===== config.mk =====
export PLATFORM = sky130hd
export DESIGN_NAME = mem_arbiter
export DESIGN_NICKNAME = d
export VERILOG_FILES = /design/src/rtl/mem_arbiter.sv
export SDC_FILE = /design/constraint.sdc
export NUM_CORES = 1
export LEC_CHECK = 0
export ABC_CLOCK_PERIOD_IN_PS = 3300
export BUFFER_PORTS_ARGS = -buffer_cell sky130_fd_sc_hd__buf_2
export CAP_MARGIN = 20
export CORE_ASPECT_RATIO = 1.75
export CORE_MARGIN = 10
export CORE_UTILIZATION = 35
export CTS_CLUSTER_SIZE = 30
export DETAILED_ROUTE_END_ITERATION = 6
export PLACE_DENSITY_LB_ADDON = 0.08
export SLEW_MARGIN = 20
export SYNTH_ARGS = -nofsm -noshare
export SYNTH_HDL_FRONTEND = slang
export SYNTH_SLANG_ARGS = --single-unit

===== constraint.sdc =====
create_clock -name CLK -period 3.3 [get_ports CLK]
set_input_delay 0.66 -clock CLK [delete_from_list [all_inputs] [get_ports CLK]]
set_output_delay 0.66 -clock CLK [all_outputs]
set_load 0.005 [all_outputs]

===== src/rtl/mem_arbiter.sv =====
// Round-robin arbiter sharing one synchronous single-port RAM between a CPU port (A)
// and a DMA/video port (B), with a bounded lock and one-cycle read-data steering.
module mem_arbiter #(
    parameter int ADDR_W   = 16,
    parameter int DATA_W   = 8,
    parameter int MAX_LOCK = 4
) (
    input  logic              CLK,
    input  logic              RESET_N,
    input  logic              A_REQ,
    input  logic              A_WE,
    input  logic [ADDR_W-1:0] A_ADDR,
    input  logic [DATA_W-1:0] A_WDATA,
    input  logic              A_LOCK,
    output logic              A_GNT,
    output logic              A_RVALID,
    output logic [DATA_W-1:0] A_RDATA,
    input  logic              B_REQ,
    input  logic              B_WE,
    input  logic [ADDR_W-1:0] B_ADDR,
    input  logic [DATA_W-1:0] B_WDATA,
    input  logic              B_LOCK,
    output logic              B_GNT,
    output logic              B_RVALID,
    output logic [DATA_W-1:0] B_RDATA,
    output logic              MEM_WE,
    output logic [ADDR_W-1:0] MEM_ADDR,
    output logic [DATA_W-1:0] MEM_DIN,
    input  logic [DATA_W-1:0] MEM_DOUT
);

    typedef enum logic [1:0] {
        OWN_NONE = 2'd0,
        OWN_A    = 2'd1,
        OWN_B    = 2'd2
    } own_t;

    localparam logic [3:0] LOCK_MAX = 4'(MAX_LOCK);

    logic       prio_q, prio_d;
    own_t       lock_own_q, lock_own_d;
    logic [3:0] lock_cnt_q, lock_cnt_d;
    own_t       rd_own_q, rd_own_d;

    logic lock_live;
    logic gnt_a, gnt_b;

    // A saturated lock drops out of arbitration so the other port can get through.
    assign lock_live = (lock_cnt_q < LOCK_MAX);

    always_comb begin
        gnt_a = 1'b0;
        gnt_b = 1'b0;
        if (lock_own_q == OWN_A && A_REQ && lock_live) begin
            gnt_a = 1'b1;
        end else if (lock_own_q == OWN_B && B_REQ && lock_live) begin
            gnt_b = 1'b1;
        end else if (A_REQ && !B_REQ) begin
            gnt_a = 1'b1;
        end else if (B_REQ && !A_REQ) begin
            gnt_b = 1'b1;
        end else if (A_REQ && B_REQ) begin
            gnt_a = ~prio_q;
            gnt_b = prio_q;
        end
    end

    always_comb begin
        MEM_WE   = 1'b0;
        MEM_ADDR = A_ADDR;
        MEM_DIN  = A_WDATA;
        if (gnt_a) begin
            MEM_WE = A_WE;
        end else if (gnt_b) begin
            MEM_WE   = B_WE;
            MEM_ADDR = B_ADDR;
            MEM_DIN  = B_WDATA;
        end
    end

    always_comb begin
        prio_d     = prio_q;
        lock_own_d = OWN_NONE;
        lock_cnt_d = 4'd0;
        rd_own_d   = OWN_NONE;
        if (gnt_a) begin
            prio_d = 1'b1;
            if (!A_WE) rd_own_d = OWN_A;
            if (A_LOCK) begin
                lock_own_d = OWN_A;
                if (lock_own_q == OWN_A)
                    lock_cnt_d = (lock_cnt_q >= LOCK_MAX) ? LOCK_MAX : lock_cnt_q + 4'd1;
                else
                    lock_cnt_d = 4'd1;
            end
        end else if (gnt_b) begin
            prio_d = 1'b0;
            if (!B_WE) rd_own_d = OWN_B;
            if (B_LOCK) begin
                lock_own_d = OWN_B;
                if (lock_own_q == OWN_B)
                    lock_cnt_d = (lock_cnt_q >= LOCK_MAX) ? LOCK_MAX : lock_cnt_q + 4'd1;
                else
                    lock_cnt_d = 4'd1;
            end
        end
    end

    always_ff @(posedge CLK or negedge RESET_N) begin
        if (!RESET_N) begin
            prio_q     <= 1'b0;
            lock_own_q <= OWN_NONE;
            lock_cnt_q <= 4'd0;
            rd_own_q   <= OWN_NONE;
        end else begin
            prio_q     <= prio_d;
            lock_own_q <= lock_own_d;
            lock_cnt_q <= lock_cnt_d;
            rd_own_q   <= rd_own_d;
        end
    end

    assign A_GNT    = gnt_a;
    assign B_GNT    = gnt_b;
    assign A_RVALID = (rd_own_q == OWN_A);
    assign B_RVALID = (rd_own_q == OWN_B);
    assign A_RDATA  = MEM_DOUT;
    assign B_RDATA  = MEM_DOUT;

endmodule


==> results of run 1 <==
-- worst reg2reg max path: stages, from the launching register on --
cell	delay [ns]
dfrtp_1	0.41
or4b_4	0.53
a211o_1	0.35
inv_6	0.22
nand2_1	0.11
a32oi_1	0.18
-- power by group through the flow --
stage	combinational, µW	sequential (µW)	clock [µW]
floorplan	104	126	0
global placement	156	127	0
detailed placement	158	127	0
CTS	158	126	129
global route	173	127	138
finish	154	126	124
-- layout make-up --
type / count / share of cell area [%]
Clock buffer: 4 / 3.692
Inverter: 4 / 1.641
Multi-Input combinational cell: 55 / 39.08
Sequential cell: 9 / 18.46
Tap cell: 26 / 2.667
Timing Repair Buffer: 84 / 34.46
-- worst max path at each step --
stage	from	end	slack, ns	cells past startpoint
2_1_floorplan	lock_cnt_q[2]	MEM_ADDR[14]	0.81	5
3_3_place_gp	lock_own_q[0]	MEM_ADDR[2]	0.65	5
3_5_place_dp	lock_own_q[0]	MEM_ADDR[1]	0.63	5
4_1_cts	lock_cnt_q[2]	MEM_ADDR[1]	0.39	5
5_1_grt	lock_cnt_q[2]	MEM_ADDR[1]	0.30	5
6_report	lock_cnt_q[2]	MEM_ADDR[1]	0.40	5
-- state kept, by name, summed over array words and instances (netlist names) --
| signal | cells |
|---|---|
| lock_cnt_q | 4 |
| lock_own_q | 2 |
| prio_q | 1 |
| rd_own_q | 2 |
-- through the flow --
stage          std cells  power, µW  worst slack [ns]
5_1_grt              182      438.2            0.2955
3_3_place_gp         178      283.4            0.6504
4_1_cts              182      413.5            0.3870
6_report             182      404.5            0.4034
3_5_place_dp         178      285.1            0.6343
2_1_floorplan         86      230.1            0.8136
-- logic make-up (layout without fill, tap and decap cells) --
group / count (synthesis) / in the layout
flip-flops: 9 / 9
other: 1 / 1
AO/OA/AOI/OAI: 10 / 10
AND/OR/NAND/NOR: 19 / 19
adder cells (fa/ha/maj): 1 / 1
buffers and inverters: 22 / 92
multiplexers: 24 / 24
-- routing by layer --
metal,global-route usage [%],part of all wire (%),up-vias
met4,4.721,2.4,0
li1,-,-,426
met1,9.832,33,371
met3,9.663,18,9
met5,0,0,-
met2,18.33,46,77
-- cells in the mapped netlist, drive strengths merged, types with 2 or more instances --
| library cell | number | area share, % |
|---|---|---|
| o211ai | 2 | 1.7 |
| dfrtp | 9 | 26 |
| mux2 | 24 | 31 |
| nor2 | 2 | 0.86 |
| inv | 4 | 2.3 |
| nor2b | 6 | 4.3 |
| a21oi | 2 | 1.1 |
| nand2 | 4 | 1.7 |
| buf | 18 | 18 |
-- cells in the final DEF (no fill, tap or decap), types with 2 or more instances in the layout --
cell,instances
nor2_1,2
clkbuf_8,3
nor2b_1,6
o211ai_1,2
inv_1,3
dfrtp_1,9
buf_2,84
a21oi_1,2
mux2_2,23
nand2_1,4
==> results.toml, run 1 <==
[pwr]
pwr-share-comb_pct = 38.1
power_density_mw_per_mm2 = 331.6
clockPowerShare_pct = 30.7
irDropWorstVdd_mv = 0.1317
power_switching_uw = 110.0
p_leak_uw = 0.0006734
p_int_uw = 294.5
seq_power_share_pct = 31.2
p_sw_share_pct = 27.20

[worst_setup_path]
rr_worst_depth = 5
reg2reg_to = "lock_cnt_q[0]"
crit_buf_inv = 2
arrival_ns = 2.24
critical_path.max_fanout = 28
worstReg2RegStart = "lock_cnt_q[2]"
path_class = "flip-flop to output port"
worst_path_largest_cell_delay_ns = 0.53
cp_cell_sequence = "or4b_4 > a211o_1 > inv_6 > mux2_2 > buf_2"
worst_ep_required_time_ns = 2.64
slowest_stage = "or4b_4"
cp-start-kind = "flip-flop"
rrSetupSlack_ns = 1.40
end_kind = "output port"
critical_path.top_delay_family = "simple AND/OR/NAND/NOR gates"

[status]
status = "completed"

[routing]
viasPerCell = 4.852
route.final.wire_length_mm = 2.914
drt-initial-drc-count = 12
num_vias = 883
route.detailed.drc = 0
first_pass_iters = 4
wl_per_cell_um = 16.01
drtAntennaViolNets = 0

[layout]
final-seq-area_um2 = 225.2
fin_nets = 222
drive_above_1_share_pct = 72.44
final_core_util_pct = 49.54
fill_cells = 236
multi_input_area_um2 = 476.7
syn_to_final_growth_pct = 39.09
diodes = 0
fin_area_mm2 = 0.001220

[timing]
period_minus_slack_ns = 2.897
clock.fmax_ghz = 0.3452
rsz0062_at_grt = "no"
finalHoldViolCount = 0
hold_ws_ns = 0.2726
slew_viol_final = 0
fin_setup_tns_ns = 0
setup_violations = 0
fin_crit_sh_pct = 87.78
fin_skew_ns = 0.002126

[place]
numPortBuffers = 84
place_hpwl_mm = 2.642
placedInstanceArea_mm2 = 0.001175
finalWeightedCongestion = 0.8828

[synth]
synth_fa_ha_area_share_pct = 1.427
synth-compound-area-share_pct = 8.417
ys_ff_latch = 9
synth-seq-area-share_pct = 25.68
synth_edf_count = 0
ys_async_sr_fraction_pct = 100.0
muxShareOfSynthArea_pct = 30.81
yosysWarnings = 0
synth-xor-area-share_pct = 0
netlist_area_um2 = 877.1
synthSimpleGateAreaFrac_pct = 13.27
avgSynthCellArea_um2 = 10.20
synth_ff_type = "dfrtp_1"
synth_top_family_by_area = "multiplexers"
yosysUniqueCellTypes = 28
syn_inst = 86
synth_nets = 151

[clock_tree]
cts_tree = "yes"
clockBufferDepth = 2
hold_buffers = 0
post_cts_buffers = 0
cts_sinks = 9
cts.clk_slew.worst_paths_ns = 0.04
cts_root_buf = "clkbuf_8"
clkLatencyLatePin_ns = 0.23
cts_buffers = 3
htreeDepth = 1
post_cts_resize_count = 0

[grt]
grt_pass1_vias = 1057
antenna_found_initial = 0
grt_max_degree = 29
track_usage_pct = 11.36
grt_pass1_wl_mm = 4.623
overflow = 0

[floorplan]
fp.dieArea_mm2 = 0.004987
placementRows = 24
start_util_pct = 35.62
die-width_um = 57.84
fp.coreArea_mm2 = 0.002462
ios = 109
dieHeight_um = 86.22

[hold_path]
hold_class = "input port to asynchronous set/reset pin"

[run]
max_cap_violations = 0
Note: power is estimated with default switching activity, not from simulation.
==> inputs of run 2 (changes only) <==
--- a/config.mk
+++ b/config.mk
@@ -5,12 +5,13 @@
 export SDC_FILE = /design/constraint.sdc
 export NUM_CORES = 1
 export LEC_CHECK = 0
+export ABC_AREA = 1
 export ABC_CLOCK_PERIOD_IN_PS = 3300
 export BUFFER_PORTS_ARGS = -buffer_cell sky130_fd_sc_hd__buf_2
 export CAP_MARGIN = 20
 export CORE_ASPECT_RATIO = 1.75
 export CORE_MARGIN = 10
-export CORE_UTILIZATION = 35
+export CORE_UTILIZATION = 39
 export CTS_CLUSTER_SIZE = 30
 export DETAILED_ROUTE_END_ITERATION = 6
 export PLACE_DENSITY_LB_ADDON = 0.08
==> run 2 against run 1 <==
  * Core utilization is 2.6 points higher
  * Sequential cell count unchanged
  * Sequential power about the same
  * Worst hold slack got worse by 0.00084 ns
  * Largest power group unchanged
==> results.toml, run 2 <==
[synth]
synth.largest_area_cell = "nand2_1"
yosysUniqueCellTypes = 20
yosysWarnings = 0
synth_nets = 226
synth.most_common_cell = "nand2_1"
yosysTopAreaCellShare_pct = 20.51
avgSynthCellArea_um2 = 7.049
ys_ff_latch = 9
synth_common_cells = "nand2_1 (62), nand3_2 (21), buf_4 (16), nand3_1 (11), nor2_1 (10)"
syn_inst = 161
synthTopCellsByArea = "nand2_1 (21%), dfrtp_1 (20%), nand3_2 (19%), buf_4 (11%), nand3_1 (4.9%)"
synth-seq-area-share_pct = 19.85
synth_ff_type = "dfrtp_1"
netlist_area_mm2 = 0.001135
ys_async_sr_fraction_pct = 100.0
synth_edf_count = 0

[worst_setup_path]
path_class = "input port to output port"
end_kind = "output port"
cp-start-kind = "input port"
worstReg2RegStart = "lock_cnt_q[2]"
critPathLaunch = "A_REQ"
worst_ep_required_time_ns = 2.64
critical_path.max_fanout = 29
arrival_ns = 1.88
rr_worst_depth = 5

[grt]
grt_pass1_vias = 1398
grt_pass1_wl_mm = 5.782
grt_max_degree = 30
antenna_found_initial = 0
overflow = 0
track_usage_pct = 12.82

[clock_tree]
post_cts_resize_count = 0
cts.clk_slew.worst_paths_ns = 0.04
clkLatencyLatePin_ns = 0.23
cts_sinks = 9
cts_root_buf = "clkbuf_8"
cts_tree = "yes"
htreeDepth = 1
cts_buffers = 3
post_cts_buffers = 0
clockBufferDepth = 2
hold_buffers = 0

[routing]
route.detailed.drc = 0
drtAntennaViolNets = 0
route.final.wire_length_mm = 3.457
drt-initial-drc-count = 10
num_vias = 1220
met2_length_mm = 1.848
routed-wl-met3_um = 299
viasPerCell = 4.803
wl_per_cell_um = 13.61
wl_met1_mm = 1.239
dr.max_layer_used = "met4"
first_pass_iters = 4

[layout]
fin_nets = 293
top_regs = "lock_cnt_q x4, lock_own_q x2, rd_own_q x2"
largest_register_ff_count = 4
syn_to_final_growth_pct = 26.57
largest_register = "lock_cnt_q"
final_core_util_pct = 52.18
drive_above_1_share_pct = 53.74
mostFrequentLayoutCell = "buf_2"
diodes = 0
mostFrequentLayoutCells = "buf_2 (84), nand2_1 (62), nand3_2 (21)"

[floorplan]
placementRows = 25
die-width_um = 60.78
ios = 109
dieHeight_um = 91.36
start_util_pct = 41.23
fp.coreArea_mm2 = 0.002753
fp.dieArea_mm2 = 0.005552

[timing]
slew_viol_final = 0
setup_violations = 0
fin_setup_tns_ns = 0
fin_crit_sh_pct = 76.84
rsz0062_at_grt = "no"
clock.fmax_ghz = 0.3944
finalHoldViolCount = 0
fin_skew_ns = 0.001918
period_minus_slack_ns = 2.536
hold_ws_ns = 0.2718

[pwr]
irDropWorstVdd_mv = 0.1643
power_density_mw_per_mm2 = 313.7
fin_total_pwr_uw = 450.6
p_leak_uw = 0.0008850

[place]
place_hpwl_mm = 2.993
numPortBuffers = 84
finalWeightedCongestion = 0.8461

[hold_path]
hold_class = "input port to asynchronous set/reset pin"

[status]
status = "completed"

[run]
max_cap_violations = 0
## run 2: cell types whose count changed in the layout (fill, tap and decap cells not counted), sizes merged, moves of 2 or more
cell,change
inv,+7
buf,+2
nand2,+61
o211ai,-2
nor2b,-6
mux2,-24
nor2,+11
nand3,+32
## run 2: power breakdown
| group | total (µW) | leakage, µW | switching, µW | internal (µW) |
|---|---|---|---|---|
| logic | 198 | 0.000746 | 111 | 87.7 |
| registers | 127 | 0.000116 | 7.53 | 120 |
| clock network | 125 | 0.0000228 | 41.0 | 83.9 |
| total | 451 | 0.000885 | 159 | 291 |
## run 2: kinds of logic (layout without fill, tap and decap cells)
family          count (synthesis)  count (layout)  synth area share [%]
other cells                     1               1                0.3304
compound gates                  4               4                 2.095
flops                           9               9                 19.85
buf+inv                        35             101                 22.38
simple gates                  111             111                 54.24
fa+ha+maj                       1               1                 1.102
## run 2: area by class of cell
class,instances,area [µm²]
Multi-Input combinational cell,117,655.6
Timing Repair Buffer,86,435.4
Tap cell,27,33.78
Fill cell,283,1316
Sequential cell,9,225.2
Inverter,11,41.29
Clock buffer,4,45.04
## run 2: worst paths after layout
check                                to  slack (ns)
setup / recovery           MEM_ADDR[15]        0.76
hold / removal                   prio_q        0.27
setup reg to reg            rd_own_q[1]        1.75
hold reg to reg                  prio_q        0.58
max in group asynchronous   rd_own_q[1]        2.85
min in group CLK                 prio_q        0.58
## run 2: per-stage QoR
step	area (µm²)	setup WS (ns)	std cells
after floorplan	1135	1.302	161
after global placement	1391	0.8056	250
after detailed placement	1391	0.7329	250
after CTS	1436	0.7303	254
after global routing	1436	0.5750	254
final	1436	0.7644	254
## run 2: routing by layer
metal | vias to the layer above | global-route usage, %
li1 | 620 | -
met3 | 6 | 5.439
met2 | 64 | 22.35
met1 | 530 | 12.55
met4 | 0 | 4.963
met5 | - | 0
## run 2: worst max-delay path: stages
cell and delay (ns):
buf_2 0.09, inv_1 0.05, o21ai_2 0.18, nand2_4 0.27
nand2_4 0.33, nand2_1 0.09, nand2_1 0.08, buf_2 0.11
